==> src/rtl/link_fib_gen.sv <==
// link_fib_gen: emits len Fibonacci terms (mod 2^WIDTH) as dual-rail tokens.
// ENC="TP" gives two-phase (transition) signalling; ENC="FP" gives four-phase
// return-to-zero signalling with an all-zero spacer after every token.
// Optional macro FIB_ACK_SYNC_EN: route out_ack through a two-flop synchronizer
// before the FSM. Without it, out_ack is used directly.
module link_fib_gen #(
   parameter int    WIDTH = 8,
   parameter int    LEN_W = 8,
   parameter string ENC   = "TP"
) (
   input  logic             clk,
   input  logic             rst,
   input  logic             start,
   input  logic [LEN_W-1:0] len,
   output logic [WIDTH-1:0] out_d0,
   output logic [WIDTH-1:0] out_d1,
   input  logic             out_ack,
   output logic             busy,
   output logic             done,
   output logic             ovf
);

   localparam bit IS_FP = (ENC == "FP");

   typedef enum logic [2:0] {
      S_IDLE, S_DRIVE, S_WAIT_ACK, S_RTZ, S_WAIT_RTZ, S_NEXT
   } state_t;

   state_t           state_q, state_d;
   logic [WIDTH-1:0] d0_q, d0_d, d1_q, d1_d;
   logic [WIDTH-1:0] a_q, a_d, b_q, b_d;     // a = term to emit, b = following term
   logic             ac_q, ac_d, bc_q, bc_d; // carry-out that produced a / b
   logic [LEN_W-1:0] cnt_q, cnt_d;           // terms still to emit, including a
   logic             ph_q, ph_d;             // last ack phase consumed (TP)
   logic             done_q, done_d, ovf_q, ovf_d;
   logic             ack_obs;

`ifdef FIB_ACK_SYNC_EN
   logic ack_s1_q, ack_s2_q;
   // Two-flop synchronizer: receiver may run on an unrelated clock
   always_ff @(posedge clk) begin
      if (rst) begin
         ack_s1_q <= 1'b0;
         ack_s2_q <= 1'b0;
      end else begin
         ack_s1_q <= out_ack;
         ack_s2_q <= ack_s1_q;
      end
   end
   assign ack_obs = ack_s2_q;
`else
   assign ack_obs = out_ack;
`endif

   // Next-state, rail and term-pair update
   always_comb begin
      state_d = state_q;
      d0_d    = d0_q;
      d1_d    = d1_q;
      a_d     = a_q;
      b_d     = b_q;
      ac_d    = ac_q;
      bc_d    = bc_q;
      cnt_d   = cnt_q;
      ph_d    = ph_q;
      done_d  = 1'b0;
      ovf_d   = ovf_q;
      case (state_q)
         S_IDLE: begin
            if (start) begin
               ovf_d = 1'b0;
               a_d   = '0;
               b_d   = WIDTH'(1);
               ac_d  = 1'b0;
               bc_d  = 1'b0;
               cnt_d = len;
               if (len == '0) done_d = 1'b1;
               else           state_d = S_DRIVE;
            end
         end
         S_DRIVE: begin
            if (IS_FP) begin
               d1_d = a_q;
               d0_d = ~a_q;
            end else begin
               d1_d = d1_q ^ a_q;
               d0_d = d0_q ^ ~a_q;
            end
            // Only a term that actually goes on the link can flag overflow
            if (ac_q) ovf_d = 1'b1;
            state_d = S_WAIT_ACK;
         end
         S_WAIT_ACK: begin
            if (IS_FP) begin
               if (ack_obs) state_d = S_RTZ;
            end else if (ack_obs != ph_q) begin
               ph_d    = ack_obs;
               state_d = S_NEXT;
            end
         end
         S_RTZ: begin
            d0_d    = '0;
            d1_d    = '0;
            state_d = S_WAIT_RTZ;
         end
         S_WAIT_RTZ: begin
            if (!ack_obs) state_d = S_NEXT;
         end
         S_NEXT: begin
            a_d          = b_q;
            ac_d         = bc_q;
            {bc_d, b_d}  = {1'b0, a_q} + {1'b0, b_q};
            cnt_d        = cnt_q - LEN_W'(1);
            if (cnt_d == '0) begin
               state_d = S_IDLE;
               done_d  = 1'b1;
            end else begin
               state_d = S_DRIVE;
            end
         end
         default: state_d = S_IDLE;
      endcase
   end

   // State and datapath registers, synchronous reset
   always_ff @(posedge clk) begin
      if (rst) begin
         state_q <= S_IDLE;
         d0_q    <= '0;
         d1_q    <= '0;
         a_q     <= '0;
         b_q     <= WIDTH'(1);
         ac_q    <= 1'b0;
         bc_q    <= 1'b0;
         cnt_q   <= '0;
         ph_q    <= 1'b0;
         done_q  <= 1'b0;
         ovf_q   <= 1'b0;
      end else begin
         state_q <= state_d;
         d0_q    <= d0_d;
         d1_q    <= d1_d;
         a_q     <= a_d;
         b_q     <= b_d;
         ac_q    <= ac_d;
         bc_q    <= bc_d;
         cnt_q   <= cnt_d;
         ph_q    <= ph_d;
         done_q  <= done_d;
         ovf_q   <= ovf_d;
      end
   end

   assign out_d0 = d0_q;
   assign out_d1 = d1_q;
   assign busy   = (state_q != S_IDLE);
   assign done   = done_q;
   assign ovf    = ovf_q;

endmodule

==> config.mk <==
export PLATFORM = sky130hd
export DESIGN_NAME = link_fib_gen
export DESIGN_NICKNAME = d
export VERILOG_FILES = /design/src/rtl/link_fib_gen.sv
export SDC_FILE = /design/constraint.sdc
export NUM_CORES = 1
export LEC_CHECK = 0
export ABC_AREA = 1
export CORE_ASPECT_RATIO = 1.25
export CORE_MARGIN = 1
export CORE_UTILIZATION = 41
export DETAILED_ROUTE_END_ITERATION = 12
export SYNTH_ARGS = -nofsm -noshare
export SYNTH_HDL_FRONTEND = slang
export SYNTH_SLANG_ARGS = --single-unit
==> constraint.sdc <==
create_clock -name clk -period 2.2 [get_ports clk]
set_clock_uncertainty 0.2 [all_clocks]
set_input_delay 0.55 -clock clk [delete_from_list [all_inputs] [get_ports clk]]
set_output_delay 0.55 -clock clk [all_outputs]
set_load 0.02 [all_outputs]
# Yosys cells after proc, flatten, opt, wreduce, memory -nomap -nowiden
# Cells that the tools add are included.
# Widths: inputs -> output; s select.
# word_totals
regBits	48
n_memories	0
latchBits	0
romBits	0
out_inout_bits	19
in_bits	12
elab_cells	61
mem_bits_rw	0
# classes
add_sub_neg	2
eq_ne	11
n_div	0
mul	0
muxes	23
shift	0
reduce_logical	11
n_bitwise	3
magnitude_cmp	0
# ops
op	n
$pmux 8 s2	5
$mux 8	3
$pmux 3 s6	1
$logic_not 8->1	2
$xor 8x8->8	2
$mux 3	4
$ne 2x2->1 const B	5
$add 8x8->9	1
$not 8->8	1
$pmux 1 s2	4
$sub 8x1->8 const B	1
$eq 3x2->1 const B	2
$eq 3x3->1 const B	2
$mux 1	6
$reduce_bool 2->1	3
$reduce_and 2->1	2
$reduce_and 4->1	1
$eq 3x1->1 const B	1
$logic_not 3->1	1
$reduce_and 3->1	1
$reduce_bool 3->1	1
$ne 1x1->1	1

# Logic depth before layout (Yosys ltp)
# Gate-level depths: netlist of the first run.
# logic_depth
word_depth	4
ltp_mapped	11
mapped_depth_nobuf	11

# Worst setup path after synthesis of the first run
# OpenSTA, ideal clock, no wires.
# synth_path
path_kind	register to register
start	register a_q[0]
end	register b_q[4]
path_stages_with_launch	8
path_slack_ns	0.505
t_required_ns	1.930
arrival_ns	1.425
setup_ns	0.070
cell_sequence	dfxtp_1 -> ha_1 -> fa_1 -> nand3_1 -> nand3_1 -> a21oi_1 -> o21ai_0 -> a21oi_1
# synth_via
elab_chain_cells	2
# synth_lines
element	line_no	rtl
start: declaration	31	logic [WIDTH-1:0] a_q, a_d, b_q, b_d;
start signal: assignment	131	a_q <= '0;
start signal: assignment	143	a_q <= a_d;
$add 8x8->9	112	{bc_d, b_d} = {1'b0, a_q} + {1'b0, b_q};
$pmux 8 s2	68	case (state_q)
end signal: assignment	132	b_q <= WIDTH'(1);
end signal: assignment	144	b_q <= b_d;
end: declaration	31	
# No other way between the ends.
# A chain may end at the register's enable or synchronous reset.

# Worst setup path after layout of the first run
# layout_path
start	register ovf_q, in the netlist ovf
end	output ovf
# layout_lines
element	line_no	rtl
start: declaration	35	logic done_q, done_d, ovf_q, ovf_d;
start signal: assignment	150	ovf_q <= ovf_d;
end: declaration	20	output logic ovf
# No word-level cell between the ends.

==> reports/qor.csv, run 1 <==
metric;value;unit
status;finished, final reports clean;
clk slew on worst S/H paths;0.09;ns
Pwr Density;784.6;nW/um^2
FILL cells;582;
#FFs+latches synth;48;
Crit Path Class;flip-flop to primary output;
Worst Hold Class;flip-flop to flip-flop;
Static Leakage;1.254;nW
Slew headroom;74.99;%
grt ovf;0;
part of the cycle the worst path needs;92.90;%
Storage cell area;960.9;sq um
met1 Use GR;21.18;%
crit path capture type;primary output;
Worst Hold End;out_d0[7];
Inserted Diodes;0;
met2 Use GR;35.42;%
vias per cell;5.091;
DR WL/cell;12.41;um
Final Hold Viols;0;
vias in the first global route;2105;
CP bufs+invs;1;
multi-input combinational cell area;1325;sq um
initial antenna violation count;0;
Final Setup Violations;0;
TritonCTS Buffers;5;
die height;89.28;um
proportion of layout cells with a drive suffix above 1;6.345;%
Resized cells post-CTS;1;
Worst-Margin Slew;0.3746;ns
Final min period;2.044;ns
DR DRC count;0;
gr usage total;19.02;%
Final #Nets;416;
flop2flop setup slack;0.28;ns
crit-path max cell delay;0.62;ns
CTS max path bufs;2;
Core Util, Final;51.27;%
Synth cell types;28;
CP top delay family;buffers and inverters;
Post-CTS Setup Inserts;0;
first-pass GRT wire length;9453;um
CP Max Fanout;3;
clk root buf;clkbuf_8;
Synth Cell Area;2499;sq um
# H-tree levels;2;
die area;6413;sq um
Skew-Pair Late Insertion Delay;0.30;ns
most used routing layer;met2;
Max Cap Viol;0;
startpoint types;flip-flop;
Syn Area/Cell;6.902;sq um
P&R area growth vs syn;19.38;%
CTS sink count;48;
Die Width;71.83;um
Synth area leader;dfxtp_1;
CTS tree;done;
Setup TNS;0;ns
First DRT Iteration DRCs;130;
Hold Crit Start;out_d0[7];
Data required, critical path;1.45;ns
via count;2342;
Final GP Congestion;0.8682;
reg2reg end;b_q[4];
IO Port Bufs;30;
commonest non-fill, non-tap cell in the layout;nand2_1;
crit-path cells;clkdlybuf4s50_1;
syn nets;385;
drt first pass iters;4;
Slew Viols, Final;0;
Mapped Cells;362;
reg2reg start;a_q[0];
Detailed Place HPWL;4207;um
Rows;31;
DRT antenna net count;0;
CP arrival;1.29;ns
Max Fclk;489.3;MHz
Yosys warning count;0;
sequential share of the synthesized area;38.46;%
Yosys top cell area share;38.46;%
RSZ-0062 raised after global routing;false;
hold depth;1;
top cells by area, synth;dfxtp_1 38%, nand2_1 14%, a21oi_1 9.0%;
Worst path slowest cell;clkdlybuf4s50_1;
Ports;31;
GR Layer Usage met3;3.946;%
CTS Hold Bufs;0;
largest net degree at the start of global routing;26;
most frequent cells in the layout;92 x nand2_1, 48 x dfxtp_1, 45 x a21oi_1, 38 x nor2_1, 34 x inv_1;
drt total wl;5707;um
core box area;5818;sq um
initial core utilization;42.95;%
worst IR drop on VDD;0.0005641;V
R2R cell count;7;
## registers in the layout, summed over array words and instances, names as in the netlist
name and flops:
a_q 8, ac_q 1, bc_q 1, out_d0 8
ovf 1, state_q 3, b_q 8, cnt_q 8
done 1, out_d1 8, ph_q 1
## kinds of logic (layout without fill, tap and decap cells)
group           count (synthesis)  in the layout  share of synthesized area [%]
simple gates                  174            174                          30.20
flops                          48             48                          38.46
compound gates                 76             76                          16.32
buf+inv                        51             83                          8.512
fa+ha+maj                      11             11                          5.809
xor+xnor                        2              2                         0.7012
## metrics by stage
step / power (mW) / hold slack, ns / std cells / instance area (sq um) / worst slack, ns
after global routing: 2.487 / 0.2666 / 460 / 2983 / 0.08110
final: 2.340 / 0.2514 / 460 / 2983 / 0.1562
after detailed placement: 1.705 / 0.2417 / 452 / 2869 / 0.1134
after CTS: 2.367 / 0.2552 / 460 / 2983 / 0.1389
after global placement: 1.700 / 0.2309 / 452 / 2869 / 0.1356
after floorplan: 1.488 / 0.2392 / 362 / 2499 / 0.5050
## how the worst max path moves through the flow
stage / endpoint / cells after the start / slack (ns) / start
floorplan: b_q[4] / 7 / 0.50 / a_q[0]
global placement: b_q[7] / 6 / 0.14 / start
detailed placement: b_q[7] / 6 / 0.11 / start
CTS: out_d0[3] / 1 / 0.14 / out_d0[3]
global route: out_d1[3] / 1 / 0.08 / out_d1[3]
finish: ovf / 1 / 0.16 / ovf
## final cells by class
cell class              instances  share of cell area, %
clock inverters                 3                  1.552
well taps                      66                  2.768
inverters                      40                  5.034
repair buffers                 35                  11.70
clock buffers                   5                  2.307
flip-flops and latches         48                  32.21
multi-input cells             263                  44.42
## power by group
| part | switching (mW) | internal (mW) |
|---|---|---|
| clock | 0.317 | 0.343 |
| sequential | 0.0587 | 0.941 |
| combinational | 0.428 | 0.253 |
| total | 0.804 | 1.54 |
## Yosys cell counts
cell type and n:
buf_6 1, nand2b_1 1, o221ai_1 2, fa_1 1, nand3b_1 6, inv_2 6, xor2_1 2, nor2_1 38
a21oi_1 45, buf_2 5, nand2_1 92, nand3_1 20, ha_1 10, nand4_1 7, nand2_4 2, a31oi_1 5
nor2_2 2, o22ai_1 1, nand2_2 1, nor3_1 4, buf_4 2, nand3_2 1, o21a_1 3, inv_1 34
o21ai_0 18, dfxtp_1 48, clkbuf_1 3, o211ai_1 2
## routing by layer
layer	routed length, um	part of all wire (%)
met1	2494	44
met2	2942	52
met3	179	3.1
met4	90	1.6
met5	0	0
No activity file was read; power rests on OpenSTA's default activity.
==> run 2, diff against run 1 <==
Settings changed: CORE_MARGIN 1 to 1.5, SETUP_SLACK_MARGIN from default to 0.05.
==> reports/qor.csv, run 2 (synthesis results as in run 1) <==
metric;value;unit
flop2flop setup slack;0.32;ns
clk slew on worst S/H paths;0.10;ns
CTS sink count;48;
CP top delay family;buffers and inverters;
cell count along the critical path;1;
R2R cell count;7;
gr usage total;18.18;%
startpoint types;flip-flop;
final non-filler cell total;476;
# H-tree levels;2;
vias in the first global route;2182;
die height;90.28;um
initial core utilization;42.66;%
Rows;31;
commonest non-fill, non-tap cell in the layout;nand2_1;
DRT antenna net count;0;
setup slack after placement;0.1538;ns
crit-path max cell delay;0.62;ns
CP arrival;1.30;ns
proportion of layout cells with a drive suffix above 1;6.599;%
crit path capture type;primary output;
Static Leakage;1.245;nW
Max Fclk;488.3;MHz
drt first pass iters;5;
die area;6575;sq um
Detailed Place HPWL;4123;um
worst IR drop on VDD;0.0003661;V
P&R area growth vs syn;18.98;%
IO Port Bufs;30;
Final #Nets;416;
Slew Viols, Final;0;
final worst slack;0.1522;ns
CTS Hold Bufs;0;
Skew-Pair Late Insertion Delay;0.31;ns
hold depth;1;
status;finished, final reports clean;
vias per cell;4.989;
Slew headroom;75.09;%
crit-path cells;clkdlybuf4s50_1;
CTS max path bufs;2;
part of the cycle the worst path needs;93.08;%
largest net degree at the start of global routing;23;
drt total wl;5685;um
First DRT Iteration DRCs;182;
Final GP Congestion;0.8409;
Core Util, Final;50.76;%
dpl cells;468;
Ports;31;
DR WL/cell;11.94;um
Worst-Margin Slew;0.3731;ns
CTS tree;done;
hold_ws;0.2479;ns
CP bufs+invs;1;
Setup TNS;0;ns
CP Max Fanout;3;
Final min period;2.048;ns
first-pass GRT wire length;9542;um
Pwr Density;758.0;nW/um^2
Data required, critical path;1.45;ns
most frequent cells in the layout;92 x nand2_1, 47 x dfxtp_1, 45 x a21oi_1, 38 x nor2_1, 34 x inv_1;
Worst path slowest cell;clkdlybuf4s50_1;
Die Width;72.83;um
Max Cap Viol;0;
Inserted Diodes;0;
Crit Path Class;flip-flop to primary output;
via count;2375;
TritonCTS Buffers;5;
RSZ-0062 raised after global routing;false;
initial antenna violation count;0;
DR DRC count;0;
Final Setup Violations;0;
Worst Hold Class;flip-flop to flip-flop;
core box area;5857;sq um
Final Hold Viols;0;
clk root buf;clkbuf_8;
grt ovf;0;
Post-CTS Setup Inserts;0;
## run 2: final cells by class
class	count	area, sq um
Sequential cell	48	962.2
Clock buffer	6	82.58
Fill cell	589	2884
Multi-Input combinational cell	263	1325
Clock inverter	2	13.76
Timing Repair Buffer	35	336.6
Inverter	40	150.1
Tap cell	82	102.6
## run 2: path summary, 6_finish.rpt
check                 start         to
hold / removal    out_d0[1]  out_d0[1]
hold reg to reg   out_d0[1]  out_d0[1]
setup reg to reg     a_q[0]     b_q[4]
setup / recovery  out_d1[0]  out_d1[0]
## run 2: power by group
part	internal (mW)	switching, mW	leakage (nW)	total (mW)
registers	0.943	0.0632	0.390	1.01
logic	0.245	0.421	0.803	0.666
clock network	0.258	0.324	0.0516	0.582
## run 2: what timing repair did
item | 4_1_cts | 5_1_grt
setup endpoints to repair | 1 | 0
gates resized for setup | 2 | 0
hold endpoints to repair | 0 | 0
## run 2: per-stage QoR
| step | area, sq um | power (mW) |
|---|---|---|
| final | 2973 | 2.253 |
| after global placement | 2877 | 1.689 |
| after CTS | 2973 | 2.268 |
| after floorplan | 2499 | 1.488 |
| after detailed placement | 2877 | 1.694 |
| after global routing | 2973 | 2.391 |
## run 2: layer usage
layer  up-vias  global-route usage, %  wire length [um]
met5         -                      0                 0
li1       1253                      -                 -
met2        53                  31.04              2741
met4         0                  6.761               136
met3        11                  3.460               237
met1      1058                  22.17              2570
==> run 3, diff against run 2 <==
Settings changed: CORE_MARGIN 1.5 to 2.
==> reports/qor.csv, run 3 (synthesis results as in run 1) <==
metric;value;unit
status;finished, final reports clean;
largest net degree at the start of global routing;25;
# H-tree levels;2;
Final min period;2.058;ns
dpl cells;468;
clk slew on worst S/H paths;0.10;ns
Worst path slowest cell;clkdlybuf4s50_1;
Final Hold Viols;0;
CP bufs+invs;1;
IO Port Bufs;30;
initial core utilization;42.66;%
crit-path max cell delay;0.62;ns
multi-input combinational cell area;1325;sq um
commonest non-fill, non-tap cell in the layout;nand2_1;
Worst Hold Class;flip-flop to flip-flop;
vias in the first global route;2173;
Worst Hold End;out_d0[2];
startpoint types;flip-flop;
flop2flop setup slack;0.33;ns
CP Max Fanout;3;
P&R area growth vs syn;19.48;%
vias per cell;4.954;
crit path capture type;primary output;
Slew headroom;74.77;%
Static Leakage;1.250;nW
Hold Crit Start;out_d0[2];
grt ovf;0;
crit-path cells;clkdlybuf4s50_1;
CTS max path bufs;2;
final non-filler cell total;476;
Pwr Density;752.4;nW/um^2
die area;6739;sq um
part of the cycle the worst path needs;93.55;%
TritonCTS Buffers;5;
hold depth;1;
clk root buf;clkbuf_8;
via count;2358;
reg2reg start;a_q[0];
Worst-Margin Slew;0.3779;ns
Slew Viols, Final;0;
Crit Path Class;flip-flop to primary output;
core box area;5857;sq um
worst IR drop on VDD;0.0004246;V
Final Setup Violations;0;
Setup TNS;0;ns
most frequent cells in the layout;92 x nand2_1, 47 x dfxtp_1, 45 x a21oi_1, 38 x nor2_1, 34 x inv_1;
FILL cells;604;
Final GP Congestion;0.8926;
Skew-Pair Late Insertion Delay;0.30;ns
CP arrival;1.31;ns
Rows;31;
proportion of layout cells with a drive suffix above 1;6.599;%
Inserted Diodes;0;
Max Fclk;485.9;MHz
drt first pass iters;4;
initial antenna violation count;0;
RSZ-0062 raised after global routing;false;
Core Util, Final;50.97;%
Max Cap Viol;0;
Final #Nets;416;
hold_ws;0.2482;ns
drt total wl;5662;um
Detailed Place HPWL;4135;um
CP top delay family;buffers and inverters;
First DRT Iteration DRCs;159;
gr usage total;18.22;%
DR DRC count;0;
reg2reg end;b_q[4];
Die Width;73.83;um
CTS sink count;48;
Ports;31;
die height;91.28;um
first-pass GRT wire length;9777;um
Storage cell area;962.2;sq um
R2R cell count;7;
DRT antenna net count;0;
CTS tree;done;
Data required, critical path;1.45;ns
DR WL/cell;11.89;um
run 3: cell count changes in the layout (fill, tap and decap cells not counted):
cell | previous run | this run
buf_4 | 5 | 4
buf_12 | 0 | 1
run 3: cell type report:
cell class / instances / area share, %
repair buffers: 35 / 11.69
clock buffers: 6 / 2.766
clock inverters: 2 / 0.4610
well taps: 82 / 3.437
flip-flops and latches: 48 / 32.23
multi-input cells: 263 / 44.38
inverters: 40 / 5.029
run 3: stage by stage:
step	instance area (sq um)	setup slack, ns	power (mW)
after floorplan	2499	0.5050	1.488
final	2985	0.1419	2.246
after detailed placement	2889	0.1436	1.698
after CTS	2985	0.1390	2.265
after global routing	2985	0.09162	2.389
after global placement	2889	0.1828	1.695
run 3: per-layer routing:
metal / vias to the layer above / GRT usage (%) / wire [um]
li1: 1252 / - / -
met1: 1048 / 23.40 / 2662
met2: 47 / 30.13 / 2745
met3: 11 / 3.330 / 151
met4: 0 / 6.061 / 102
met5: - / 0 / 0
run 3: how the worst max path moves through the flow:
stage	endpoint	slack, ns	depth (start not counted)	from
after floorplan	b_q[4]	0.50	7	a_q[0]
after detailed placement	bc_q	0.14	6	start
after global placement	a_q[0]	0.18	6	start
after global routing	out_d0[0]	0.09	1	out_d0[0]
final	ovf	0.14	1	ovf
after CTS	out_d1[3]	0.14	1	out_d1[3]
run 3: power by group:
part | switching, mW | internal (mW)
clock network | 0.312 | 0.258
registers | 0.0641 | 0.942
logic | 0.421 | 0.249
run 3: what timing repair did:
| item | 4_1_cts | 5_1_grt |
|---|---|---|
| hold buffers | 0 | 0 |
| endpoints found under the setup margin | 1 | 0 |
| hold endpoints to repair | 0 | 0 |
| gates resized for setup | 2 | 0 |
| setup buffers | 0 | 0 |
